`config.mk`:
```
export PLATFORM = sky130hd
export DESIGN_NAME = cv32e40px_x_result_buffer
export DESIGN_NICKNAME = d
export VERILOG_FILES = /design/src/rtl/cv32e40px_x_result_buffer.sv
export SDC_FILE = /design/constraint.sdc
export NUM_CORES = 1
export LEC_CHECK = 0
export CAP_MARGIN = 20
export CORE_AREA = 5 5 168 130
export DETAILED_ROUTE_END_ITERATION = 8
export DIE_AREA = 0 0 173 135
export GPL_TIMING_DRIVEN = 0
export HOLD_SLACK_MARGIN = 0.08
export PLACE_DENSITY_LB_ADDON = 0.15
export REMOVE_ABC_BUFFERS = 1
export SYNTH_ARGS = -nofsm -noshare
export SYNTH_HDL_FRONTEND = slang
export SYNTH_SLANG_ARGS = --single-unit
```
`constraint.sdc`:
```
create_clock -name clk_i -period 3.8 [get_ports clk_i]
set_clock_uncertainty 0.15 [all_clocks]
set_input_delay 0.76 -clock clk_i [delete_from_list [all_inputs] [get_ports clk_i]]
set_output_delay 0.76 -clock clk_i [all_outputs]
set_load 0.005 [all_outputs]
```
`src/rtl/cv32e40px_x_result_buffer.sv`:
```
// Purpose: in-order coprocessor result FIFO gated by a per-id commit table; optional bypass via `CV32E40PX_X_RESULT_BYPASS_EN.
// Latency: 1 cycle push-to-x_result_valid_o when already committed (0 cycles through the bypass when the macro is defined).
// Backpressure: cpr_ready_o = !full; x_result_valid_o/x_result_o held stable until x_result_ready_i; killed heads drop silently.

package cv32e40px_x_result_pkg;
    parameter int X_ID_WIDTH  = 4;
    parameter int XLEN        = 32;
    parameter int X_RFW_WIDTH = 32;
    parameter int X_RFW_WE    = X_RFW_WIDTH / XLEN;

    typedef struct packed {
        logic [X_ID_WIDTH-1:0] id;
        logic                  commit_kill;
    } x_commit_t;

    typedef struct packed {
        logic [X_ID_WIDTH-1:0]  id;
        logic [X_RFW_WIDTH-1:0] data;
        logic [4:0]             rd;
        logic [X_RFW_WE-1:0]    we;
        logic [5:0]             ecsdata;
        logic [2:0]             ecswe;
        logic                   exc;
        logic [5:0]             exccode;
        logic                   err;
        logic                   dbg;
    } x_result_t;
endpackage

module cv32e40px_x_result_buffer
    import cv32e40px_x_result_pkg::*;
#(
    parameter int DEPTH = 4
) (
    input  logic                   clk_i,
    input  logic                   rst_ni,
    input  logic                   cpr_valid_i,
    output logic                   cpr_ready_o,
    input  logic [X_ID_WIDTH-1:0]  cpr_id_i,
    input  logic [X_RFW_WIDTH-1:0] cpr_data_i,
    input  logic [4:0]             cpr_rd_i,
    input  logic [X_RFW_WE-1:0]    cpr_we_i,
    input  logic                   cpr_exc_i,
    input  logic [5:0]             cpr_exccode_i,
    input  logic                   x_commit_valid_i,
    input  x_commit_t              x_commit_i,
    output logic                   x_result_valid_o,
    input  logic                   x_result_ready_i,
    output x_result_t              x_result_o
);

    localparam int AW  = $clog2(DEPTH);
    localparam int NID = 1 << X_ID_WIDTH;
    localparam logic [AW:0] FULL_CNT = (AW+1)'(DEPTH);

    typedef struct packed {
        logic [X_ID_WIDTH-1:0]  id;
        logic [X_RFW_WIDTH-1:0] data;
        logic [4:0]             rd;
        logic [X_RFW_WE-1:0]    we;
        logic                   exc;
        logic [5:0]             exccode;
    } entry_t;

    entry_t          mem [DEPTH];
    entry_t          head;
    entry_t          in_ent;
    logic [AW-1:0]   wptr;
    logic [AW-1:0]   rptr;
    logic [AW:0]     count;
    logic [NID-1:0]  done;
    logic [NID-1:0]  kill;
    logic            hold;

    logic            empty;
    logic            full;
    logic            fifo_vld;
    logic            fifo_drop;
    logic            pop;
    logic            push;
    logic            res_vld;
    logic            clr;
    logic [X_ID_WIDTH-1:0] clr_id;

    assign empty = (count == '0);
    assign full  = (count == FULL_CNT);
    assign head  = mem[rptr];

    always_comb begin
        in_ent         = '0;
        in_ent.id      = cpr_id_i;
        in_ent.data    = cpr_data_i;
        in_ent.rd      = cpr_rd_i;
        in_ent.we      = cpr_we_i;
        in_ent.exc     = cpr_exc_i;
        in_ent.exccode = cpr_exccode_i;
    end

    // Once offered, the head stays offered even if its kill bit is later rewritten.
    assign fifo_vld  = !empty && (hold || (done[head.id] && !kill[head.id]));
    assign fifo_drop = !empty && !hold && done[head.id] && kill[head.id];
    assign pop       = (fifo_vld && x_result_ready_i) || fifo_drop;

`ifdef CV32E40PX_X_RESULT_BYPASS_EN
    logic byp_hit;
    logic byp_vld;
    logic byp_drop;
    logic byp_take;

    assign byp_hit  = empty && cpr_valid_i && done[cpr_id_i];
    assign byp_vld  = byp_hit && !kill[cpr_id_i];
    assign byp_drop = byp_hit && kill[cpr_id_i];
    assign byp_take = byp_vld && x_result_ready_i;
    assign push     = cpr_valid_i && !full && !byp_take && !byp_drop;
    assign res_vld  = fifo_vld || byp_vld;
    assign clr      = empty ? (byp_take || byp_drop) : pop;
    assign clr_id   = empty ? cpr_id_i : head.id;

    always_comb begin
        x_result_o = '0;
        if (!empty || byp_vld) begin
            x_result_o.id      = empty ? in_ent.id      : head.id;
            x_result_o.data    = empty ? in_ent.data    : head.data;
            x_result_o.rd      = empty ? in_ent.rd      : head.rd;
            x_result_o.we      = empty ? in_ent.we      : head.we;
            x_result_o.exc     = empty ? in_ent.exc     : head.exc;
            x_result_o.exccode = empty ? in_ent.exccode : head.exccode;
        end
    end
`else
    assign push    = cpr_valid_i && !full;
    assign res_vld = fifo_vld;
    assign clr     = pop;
    assign clr_id  = head.id;

    always_comb begin
        x_result_o = '0;
        if (!empty) begin
            x_result_o.id      = head.id;
            x_result_o.data    = head.data;
            x_result_o.rd      = head.rd;
            x_result_o.we      = head.we;
            x_result_o.exc     = head.exc;
            x_result_o.exccode = head.exccode;
        end
    end
`endif

    assign cpr_ready_o      = !full;
    assign x_result_valid_o = res_vld;

    always_ff @(posedge clk_i or negedge rst_ni) begin
        if (!rst_ni) begin
            wptr  <= '0;
            rptr  <= '0;
            count <= '0;
            done  <= '0;
            kill  <= '0;
            hold  <= 1'b0;
        end else begin
            if (push) wptr <= wptr + 1'b1;
            if (pop)  rptr <= rptr + 1'b1;
            count <= count + (AW+1)'(push) - (AW+1)'(pop);
            hold  <= res_vld && !x_result_ready_i;
            if (clr) done[clr_id] <= 1'b0;
            // Later assignment wins: a same-cycle commit beats the clear.
            if (x_commit_valid_i) begin
                done[x_commit_i.id] <= 1'b1;
                kill[x_commit_i.id] <= x_commit_i.commit_kill;
            end
        end
    end

    always_ff @(posedge clk_i) begin
        if (push) mem[wptr] <= in_ent;
    end

endmodule

```
-- After elaboration in Yosys (flattened, before gate mapping)
Memory sizes are Yosys's and may differ from the RTL's.
Index checks and enable logic that the tools add are counted.
- logic and storage cells: 52
- output and inout port bits: 62
- input bits: 59
- flip-flop bits (word level): 40
- memories kept: 1
- memory bits (writable): 196
- eq/ne operators: 1
- reductions and logical operators: 18
- multiplexer cells: 15
- bitwise operators: 3
- add/subtract/negate cells: 4
- magnitude comparators: 4
- memories (memory ; depth ; width ; read ports ; clocked after Yosys merged registers in ; wr ports ; RTL line ; RTL):
    mem ; 4 ; 49 ; 1 ; 0 ; 1 ; 65 ; entry_t mem [DEPTH];
- operators with widths (operator ; number):
    42-bit 2-to-1 mux ; 1
    16-bit 2-to-1 mux ; 2
    16-bit AND ; 1
    16-bit bitwise mux ; 1
    16-bit inverter ; 1
    16-bit OR ; 1
    1-bit logical AND ; 10
    4-bit by 5-bit < comparator with 1-bit output (second input constant) ; 2
    1-bit binary-select mux with 4-bit select ; 2
    1-bit demux with 4-bit select ; 2
    4-bit by 1-bit >= comparator with 1-bit output (second input constant) ; 2
    7-bit 2-to-1 mux ; 1
    1-bit 2-to-1 mux ; 6
    1-bit logical NOT ; 5
    2-bit by 1-bit adder with 2-bit output (second input constant) ; 2
    3-bit by 1-bit adder with 3-bit output ; 1
    3-bit equality test (second input constant) ; 1
    3-bit logical NOT ; 1
    3-bit by 1-bit subtractor with 3-bit output ; 1
    1-bit logical OR ; 2

-- Longest topological paths before layout
Gate-level depths: netlist of run 1.
An unclocked memory read counts as a cell.
- word-level depth: 12
- mapped depth: 16
- mapped depth without buffers: 13

-- Worst setup path after synthesis of run 1
Ideal clock, no wire load.
- path type: register -> register
- from: reg rptr[0]
- to: reg count[2]
- path slack: 357 ps
- required time: 3524 ps
- arrival time: 3167 ps
- library setup time: 126 ps
- period minus slack after synthesis: 3443 ps
- path buffers: 1
- stages on the path, launching flop included: 15
- cells stage by stage: dfrtp_1 -> buf_6 -> mux4_2 -> mux2_1 -> or3_1 -> a41oi_2 -> mux2i_1 -> and3_4 -> ha_1 -> inv_1 -> ha_1 -> inv_1 -> fa_1 -> xnor2_1 -> xnor2_1
- longest elaborated chain between the ends: 10
- elaborated cells on any way between the ends: 14
- those cells by class: add/sub (1); mux (4); reduce/logical (8); memory (1)
- RTL lines (item ; RTL line ; RTL):
    start, declared ; 69 ; logic [AW-1:0] rptr;
    start signal, assigned ; 162 ; if (pop) rptr <= rptr + 1'b1;
    memory 4 x 49 bit (*) ; n/a ;
    1-bit binary-select mux with 4-bit select ; 100, 101 ;
    1-bit 2-to-1 mux (not written as such) ; 100, 101 ;
    1-bit logical NOT ; 100 ; assign fifo_vld = !empty && (hold || (done[head.id] && !kill[head.id]));
    1-bit logical AND ; 100 ;
    1-bit logical OR ; 100 ;
    1-bit logical AND ; 100 ;
    1-bit logical AND ; 102 ; assign pop = (fifo_vld && x_result_ready_i) || fifo_drop;
    1-bit logical OR (*) ; 102 ;
    3-bit by 1-bit subtractor with 3-bit output (*) ; 163 ; count <= count + (AW+1)'(push) - (AW+1)'(pop);
    end signal, assigned ; 163 ;
    end, declared ; 70 ; logic [AW:0] count;
Every way passes the cells marked *; elsewhere a longest branch is shown, timed or not. The select of a mux whose other input is x is not followed.
A chain may end at the register's enable or synchronous reset.

-- Worst setup path in the final report of run 1
- from: reg rptr[0]
- to: out x_result_valid_o
- longest elaborated chain between the ends: 7
- elaborated cells on any way between the ends: 9
- those cells by class: mux (4); reduce/logical (4); memory (1)
- RTL lines (item ; RTL line ; RTL):
    memory 4 x 49 bit (*) ; n/a ;
    1-bit binary-select mux with 4-bit select ; 100 ;
    1-bit 2-to-1 mux (not written as such) ; 100 ;
    1-bit logical NOT ; 100 ;
    1-bit logical AND (*) ; 100 ;
    1-bit logical OR (*) ; 100 ;
    1-bit logical AND (*) ; 100 ;
    end, declared ; 47 ; output logic x_result_valid_o,
Marked as above.

==> metrics.md, run 1 <==
| Metric | Value |
|---|---|
| FP Rows | 45 |
| Most area-consuming cells after synthesis | edfxtp_1 (60%), mux4_2 (11%), dfrtp_1 (10%) |
| Max cap viols | 0 |
| Wire per inst | 21.5 µm |
| Clock transition at path regs | 0.06 ns |
| Detailed Route Iter0 Violations | 483 |
| WP data arrival | 2.94 ns |
| Initial antenna violation count | 2 |
| Slew Limit Fails | 0 |
| Final worst path period share | 101% |
| Syn_area_per_cell | 17.7 µm² |
| Initial DRT Pass Iterations | 5 |
| Port bufs | 109 |
| Number of fill cells | 1465 |
| Fin worst setup slack | -0.0451 ns |
| Post-synth cell types | 46 |
| Post-CTS Hold Buffers | 0 |
| Worst-case clock buffer depth | 3 |
| DP Area | 11200 µm² |
| DRC | 0 |
| Multi-input gate area | 2860 µm² |
| Die Ht | 135 µm |
| Via density | 5.60 |
| Commonest non-fill, non-tap cells in the layout | edfxtp_1 (196), clkdlybuf4s50_1 (107), mux4_2 (51), and2_1 (48), dfrtp_1 (38) |
| H-tree depth | 1 |
| Layout cells sized above 1 | 23.1% |
| Reg-to-Reg End | count[2]$_DFF_PN0_ |
| Worst slew pin tran | 0.938 ns |
| Flop and latch count out of synthesis | 236 |
| Syn Inst Count | 552 |
| R2R Setup Slk | 0.01 ns |
| Post-synth ARST share | 16.9% |
| Antenna-violating nets left | 0 |
| Final setup vio count | 1 |
| Cts bufs inserted | 24 |
| Seq/Total Area, Yosys | 70.4% |
| Most common cell after layout, fill and taps aside | edfxtp_1 |
| Leakage | 4.31 nW |
| DR vias | 5418 |
| Pre-CTS setup slack | -0.818 ns |
| Final Cell Area | 12300 µm² |
| CP endpoint kind | output port |
| Layout area overhead | 26.3% |
| I/O pin cnt | 121 |
| Layout Cells excl Fill | 968 |
| YS warnings | 0 |
| Routability Congestion | 0.905 |
| Violated checks | negative setup slack |
| Top_reg_cell synth | edfxtp_1 |
| Tmin final | 3.85 ns |
| First-pass GRT wire length | 32.0 mm |
| Status | finished with violations |
| DP HPWL | 12.4 mm |
| Register Area | 6890 µm² |
| Vias in the first global route | 5615 |
| Worst EP required | 2.89 ns |
| Top cell type's share of synthesized area | 60.2% |
| RSZ-0062 raised after global routing | yes |
| Startpoint types | register |
| Fin. Hold Viols | 0 |
| Core Area | 19900 µm² |
| Pwr Density | 846 nW/µm² |
| Routed WL | 20.8 mm |
| CTS tree | yes |
| Number of synthesized flops with an enable pin | 196 |
| Worst slew margin | 37.5% |
| Initial Util | 49.1% |
| Die Width | 173 µm |
| Crit Path Category | reg2out |
| All-Layer GR Usage | 17.7% |
| Hold WC Path Type | in2async |
| Global route total overflow | 0 |
| Worst r2r src | rptr[0]$_DFFE_PN0N_ |
| Worst VDD drop | 0.481 mV |
| Tot Pwr | 10.4 mW |
| CP max FO | 7 |
| Fmax | 260 MHz |
| # nets final | 760 |
| Root Buffer | clkbuf_16 |
| Area leader, netlist | edfxtp_1 |
| Worst-Skew Late Latency | 0.51 ns |
| Placed Cells | 899 |
| Clk sinks | 236 |
| Largest net degree at the start of global routing | 41 |
| Syn Std Cell Area | 9780 µm² |
| Die area | 23400 µm² |
| Worst reg-to-reg path cell count | 14 |
## state kept, by name, indices dropped and copies added, names as in the netlist
register / flops
mem: 196
done: 16
kill: 16
count: 3
rptr: 2
wptr: 2
hold: 1
## power by group
group	internal (mW)	switching [mW]
clock	1.26	0.905
combinational	2.56	2.03
sequential	3.45	0.233
total	7.28	3.17
## worst max-delay path by stage
stage,start,cells after the start,endpoint
2_1_floorplan,rptr[0]$_DFFE_PN0N_,13,count[2]$_DFF_PN0_
5_1_grt,rptr[0]$_DFFE_PN0N_,9,x_result_valid_o
3_3_place_gp,rptr[0]$_DFFE_PN0N_,13,count[2]$_DFF_PN0_
4_1_cts,rptr[0]$_DFFE_PN0N_,11,x_result_valid_o
6_report,rptr[0]$_DFFE_PN0N_,10,x_result_valid_o
3_5_place_dp,rptr[0]$_DFFE_PN0N_,14,count[2]$_DFF_PN0_
## cell usage after synthesis (all sizes together), types with 3 or more instances
cell type / count
nand3: 7
or3: 6
nor3: 3
clkbuf: 12
nand2: 32
mux2: 19
mux2i: 22
ha: 6
edfxtp: 196
mux4: 49
buf: 25
inv: 10
dfrtp: 40
nor2b: 3
nor3b: 3
xnor2: 4
nor2: 13
nand2b: 5
and2: 48
o21ai: 21
and3: 5
## per-layer routing
metal  wire (µm)  track usage, %  part of all wire (%)
met2        9730            28.2                    47
met1        9170            25.0                    44
met4         400            3.90                   1.9
met3        1540            4.67                   7.4
met5           0               0                     0
## cell families (layout without fill, tap and decap cells)
kind of cell	after synthesis	count (layout)	synth area share, %
DFF	236	236	70.4
other	1	12	0.0384
adders and majority gates	7	7	0.972
and+or+nand+nor	132	132	7.40
xor gates and xnor gates	5	5	0.448
buffers and inverters	47	192	2.69
muxes	90	92	15.7
AOI/OAI and AO/OA	34	34	2.30
## cell type report
cell class                      count  area share (%)
Antenna cell                        1          0.0203
Clock buffer                       31            5.25
Clock inverter                     10           0.598
Inverter                           10           0.304
Multi-Input combinational cell    281            23.1
Sequential cell                   236            55.8
Tap cell                          258            2.61
Timing Repair Buffer              141            12.2
## per-stage QoR
step / TNS (ns) / hold WS [ns] / utilization [%]
3_3_place_gp: -155.05 / 0.319 / 55.2
6_report: -0.0451 / 0.245 / 61.9
3_5_place_dp: -2.32 / 0.333 / 56.0
4_1_cts: -0.144 / 0.265 / 61.4
2_1_floorplan: -16.74 / 0.295 / -
5_1_grt: -0.230 / 0.329 / 61.9
## critical path, cell delays in order (launching register included)
cell and delay, ns:
dfrtp_4 0.50, buf_16 0.16, mux4_2 0.49, buf_12 0.18
mux2i_1 0.11, mux2_2 0.27, nand3_1 0.12, a21oi_2 0.08
a311oi_2 0.29, nor2_1 0.07, buf_2 0.16
## timing repair
item,in CTS,in global routing
endpoints found under the setup margin,8,3
cloned,5,0
resized for setup,15,17
hold endpoints to repair,0,0
pin swaps,5,7
buffers inserted,17,6
Note: power is estimated with default switching activity, not from simulation.
==> run 2: changes to the inputs <==
--- a/config.mk
+++ b/config.mk
@@ -16,3 +16,4 @@
 export SYNTH_ARGS = -nofsm -noshare
 export SYNTH_HDL_FRONTEND = slang
 export SYNTH_SLANG_ARGS = --single-unit
+export TNS_END_PERCENT = 5
==> metrics.md, run 2 (synthesis gave the netlist of run 1 again) <==
| Metric | Value |
|---|---|
| Status | finished with violations (unchanged) |
| Violated checks | negative setup slack (unchanged) |
| Largest registers | mem: 196 flops, done: 16 flops, kill: 16 flops (unchanged) |
| WHS | 0.238 ns (was 0.245 ns) |
| Critical path buffers and inverters | 3 (unchanged) |
| Worst VDD drop | 0.481 mV (about the same) |
| Post-CTS Hold Buffers | 0 (unchanged) |
| Global route total overflow | 0 (unchanged) |
| Layout area overhead | 25.9% (was 26.3%) |
| Startpoint types | register (unchanged) |
| FP Rows | 45 (unchanged) |
| Core Area | 19900 µm² (unchanged) |
| Tot Pwr | 10.4 mW (about the same) |
| Placed Cells | 899 (unchanged) |
| Die area | 23400 µm² (unchanged) |
| Leakage | 4.31 nW (about the same) |
| Layout cells sized above 1 | 22.8% (was 23.1%) |
| Pwr Density | 843 nW/µm² (was 846 nW/µm²) |
| Wire per inst | 21.4 µm (was 21.5 µm) |
| Pre-CTS setup slack | -0.818 ns (unchanged) |
| CTS tree | yes (unchanged) |
| Worst-Skew Late Latency | 0.51 ns (about the same) |
| Final setup vio count | 2 (was 1) |
| Worst slew margin | 37.3% (was 37.5%) |
| Fmax | 260 MHz (about the same) |
| Max reg flops | 196 (unchanged) |
| Root Buffer | clkbuf_16 (unchanged) |
| Clock transition at path regs | 0.06 ns (about the same) |
| Layout Cells excl Fill | 969 (was 968) |
| Final Cell Area | 12300 µm² (about the same) |
| Via density | 5.51 (was 5.60) |
| Initial DRT Pass Iterations | 4 (was 5) |
| CP max FO | 7 (unchanged) |
| Fin Setup TNS | -0.0981 ns (was -0.0451 ns) |
| # nets final | 761 (was 760) |
| Slowest-stage cell, CP | dfrtp_4 (unchanged) |
| Number of fill cells | 1460 (was 1465) |
| Antenna-violating nets left | 0 (unchanged) |
| RSZ-0062 raised after global routing | yes (unchanged) |
| Worst slew pin tran | 0.941 ns (was 0.938 ns) |
| Die Ht | 135 µm (unchanged) |
| Initial Util | 49.1% (unchanged) |
| Slew Limit Fails | 0 (unchanged) |
| DRC | 0 (unchanged) |
| Commonest non-fill, non-tap cells in the layout | edfxtp_1 (196), clkdlybuf4s50_1 (107), mux4_2 (51), and2_1 (48), dfrtp_1 (38) (unchanged) |
| Tmin final | 3.85 ns (about the same) |
| Worst EP required | 2.89 ns (about the same) |
| Fin. Hold Viols | 0 (unchanged) |
| Final worst path period share | 101% (about the same) |
| Core Util, Final | 61.8% (was 61.9%) |
| H-tree depth | 1 (unchanged) |
| Detailed Route Iter0 Violations | 449 (was 483) |
| DP Area | 11200 µm² (unchanged) |
| Port bufs | 109 (unchanged) |
| Largest net degree at the start of global routing | 41 (unchanged) |
| I/O pin cnt | 121 (unchanged) |
| Die Width | 173 µm (unchanged) |
| Fin worst setup slack | -0.0514 ns (was -0.0451 ns) |
| WP data arrival | 2.94 ns (about the same) |
| Initial antenna violation count | 2 (unchanged) |
| Most common cell after layout, fill and taps aside | edfxtp_1 (unchanged) |
| Crit-path cells | buf_16, mux4_2, buf_12, mux2i_1, o22ai_1, or2_4, a311oi_2, nor2_1, buf_2 (was buf_16, mux4_2, buf_12, mux2i_1, mux2_2, nand3_1, a21oi_2, a311oi_2, nor2_1, buf_2) |
| Reg with most FFs | mem (unchanged) |
| Max cap viols | 0 (unchanged) |
| CP endpoint kind | output port (unchanged) |
| Worst-case clock buffer depth | 3 (unchanged) |
| All-Layer GR Usage | 17.7% (about the same) |
| Crit Path Category | reg2out (unchanged) |
| DP HPWL | 12.4 mm (unchanged) |
| Routability Congestion | 0.905 (unchanged) |
| Vias in the first global route | 5615 (unchanged) |
| DR vias | 5338 (was 5418) |
| Cts bufs inserted | 24 (unchanged) |
| Largest stage delay, worst path | 0.50 ns (about the same) |
| Cell family with most CP delay | multiplexers (unchanged) |
| Routed WL | 20.7 mm (was 20.8 mm) |
| First-pass GRT wire length | 31.9 mm (was 32.0 mm) |
| Clk sinks | 236 (unchanged) |
| Hold WC Path Type | in2async (unchanged) |
-- run 2: layout make-up --
cell class                 count  area [µm²]  area share, %
clock inverter                10        73.8          0.600
sequential                   236        6890           56.0
inverter                      10        37.5          0.305
timing repair buffer         142        1520           12.3
clock buffer                  31         648           5.27
multi-input combinational    281        2810           22.8
antenna                        1        2.50         0.0203
tap                          258         323           2.62
-- run 2: per-layer routing --
| metal | GRT usage, % | vias to the layer above | share of wire (%) | wire, µm |
|---|---|---|---|---|
| li1 | - | 2404 | - | - |
| met3 | 4.62 | 32 | 7.9 | 1640 |
| met1 | 24.9 | 2702 | 44 | 9050 |
| met5 | 0 | - | 0 | 0 |
| met2 | 28.2 | 200 | 47 | 9640 |
| met4 | 3.90 | 0 | 1.9 | 386 |
-- run 2: timing repair --
action,in CTS,in global routing
pin swaps,5,7
endpoints found under the setup margin,8,3
gates resized for setup,14,13
buffers inserted,17,7
cloned,5,0
-- run 2: path summary, 6_finish.rpt --
path / start / endpoint / cells after the start / slack, ns
max in group asynchronous: rst_ni / rptr[0]$_DFFE_PN0N_ / 1 / 2.56
setup / recovery: rptr[0]$_DFFE_PN0N_ / x_result_valid_o / 9 / -0.05
hold / removal: rst_ni / done[8]$_DFF_PN0_ / 1 / 0.24
min in group clk_i: done[12]$_DFF_PN0_ / done[12]$_DFF_PN0_ / 2 / 0.35
hold reg to reg: done[12]$_DFF_PN0_ / done[12]$_DFF_PN0_ / 2 / 0.35
setup reg to reg: rptr[0]$_DFFE_PN0N_ / count[2]$_DFF_PN0_ / 14 / -0.05
-- run 2: power by group --
| part | total, mW | internal (mW) | switching (mW) |
|---|---|---|---|
| combinational | 4.52 | 2.53 | 1.99 |
| clock | 2.17 | 1.26 | 0.903 |
| sequential | 3.69 | 3.45 | 0.234 |
| total | 10.4 | 7.25 | 3.12 |
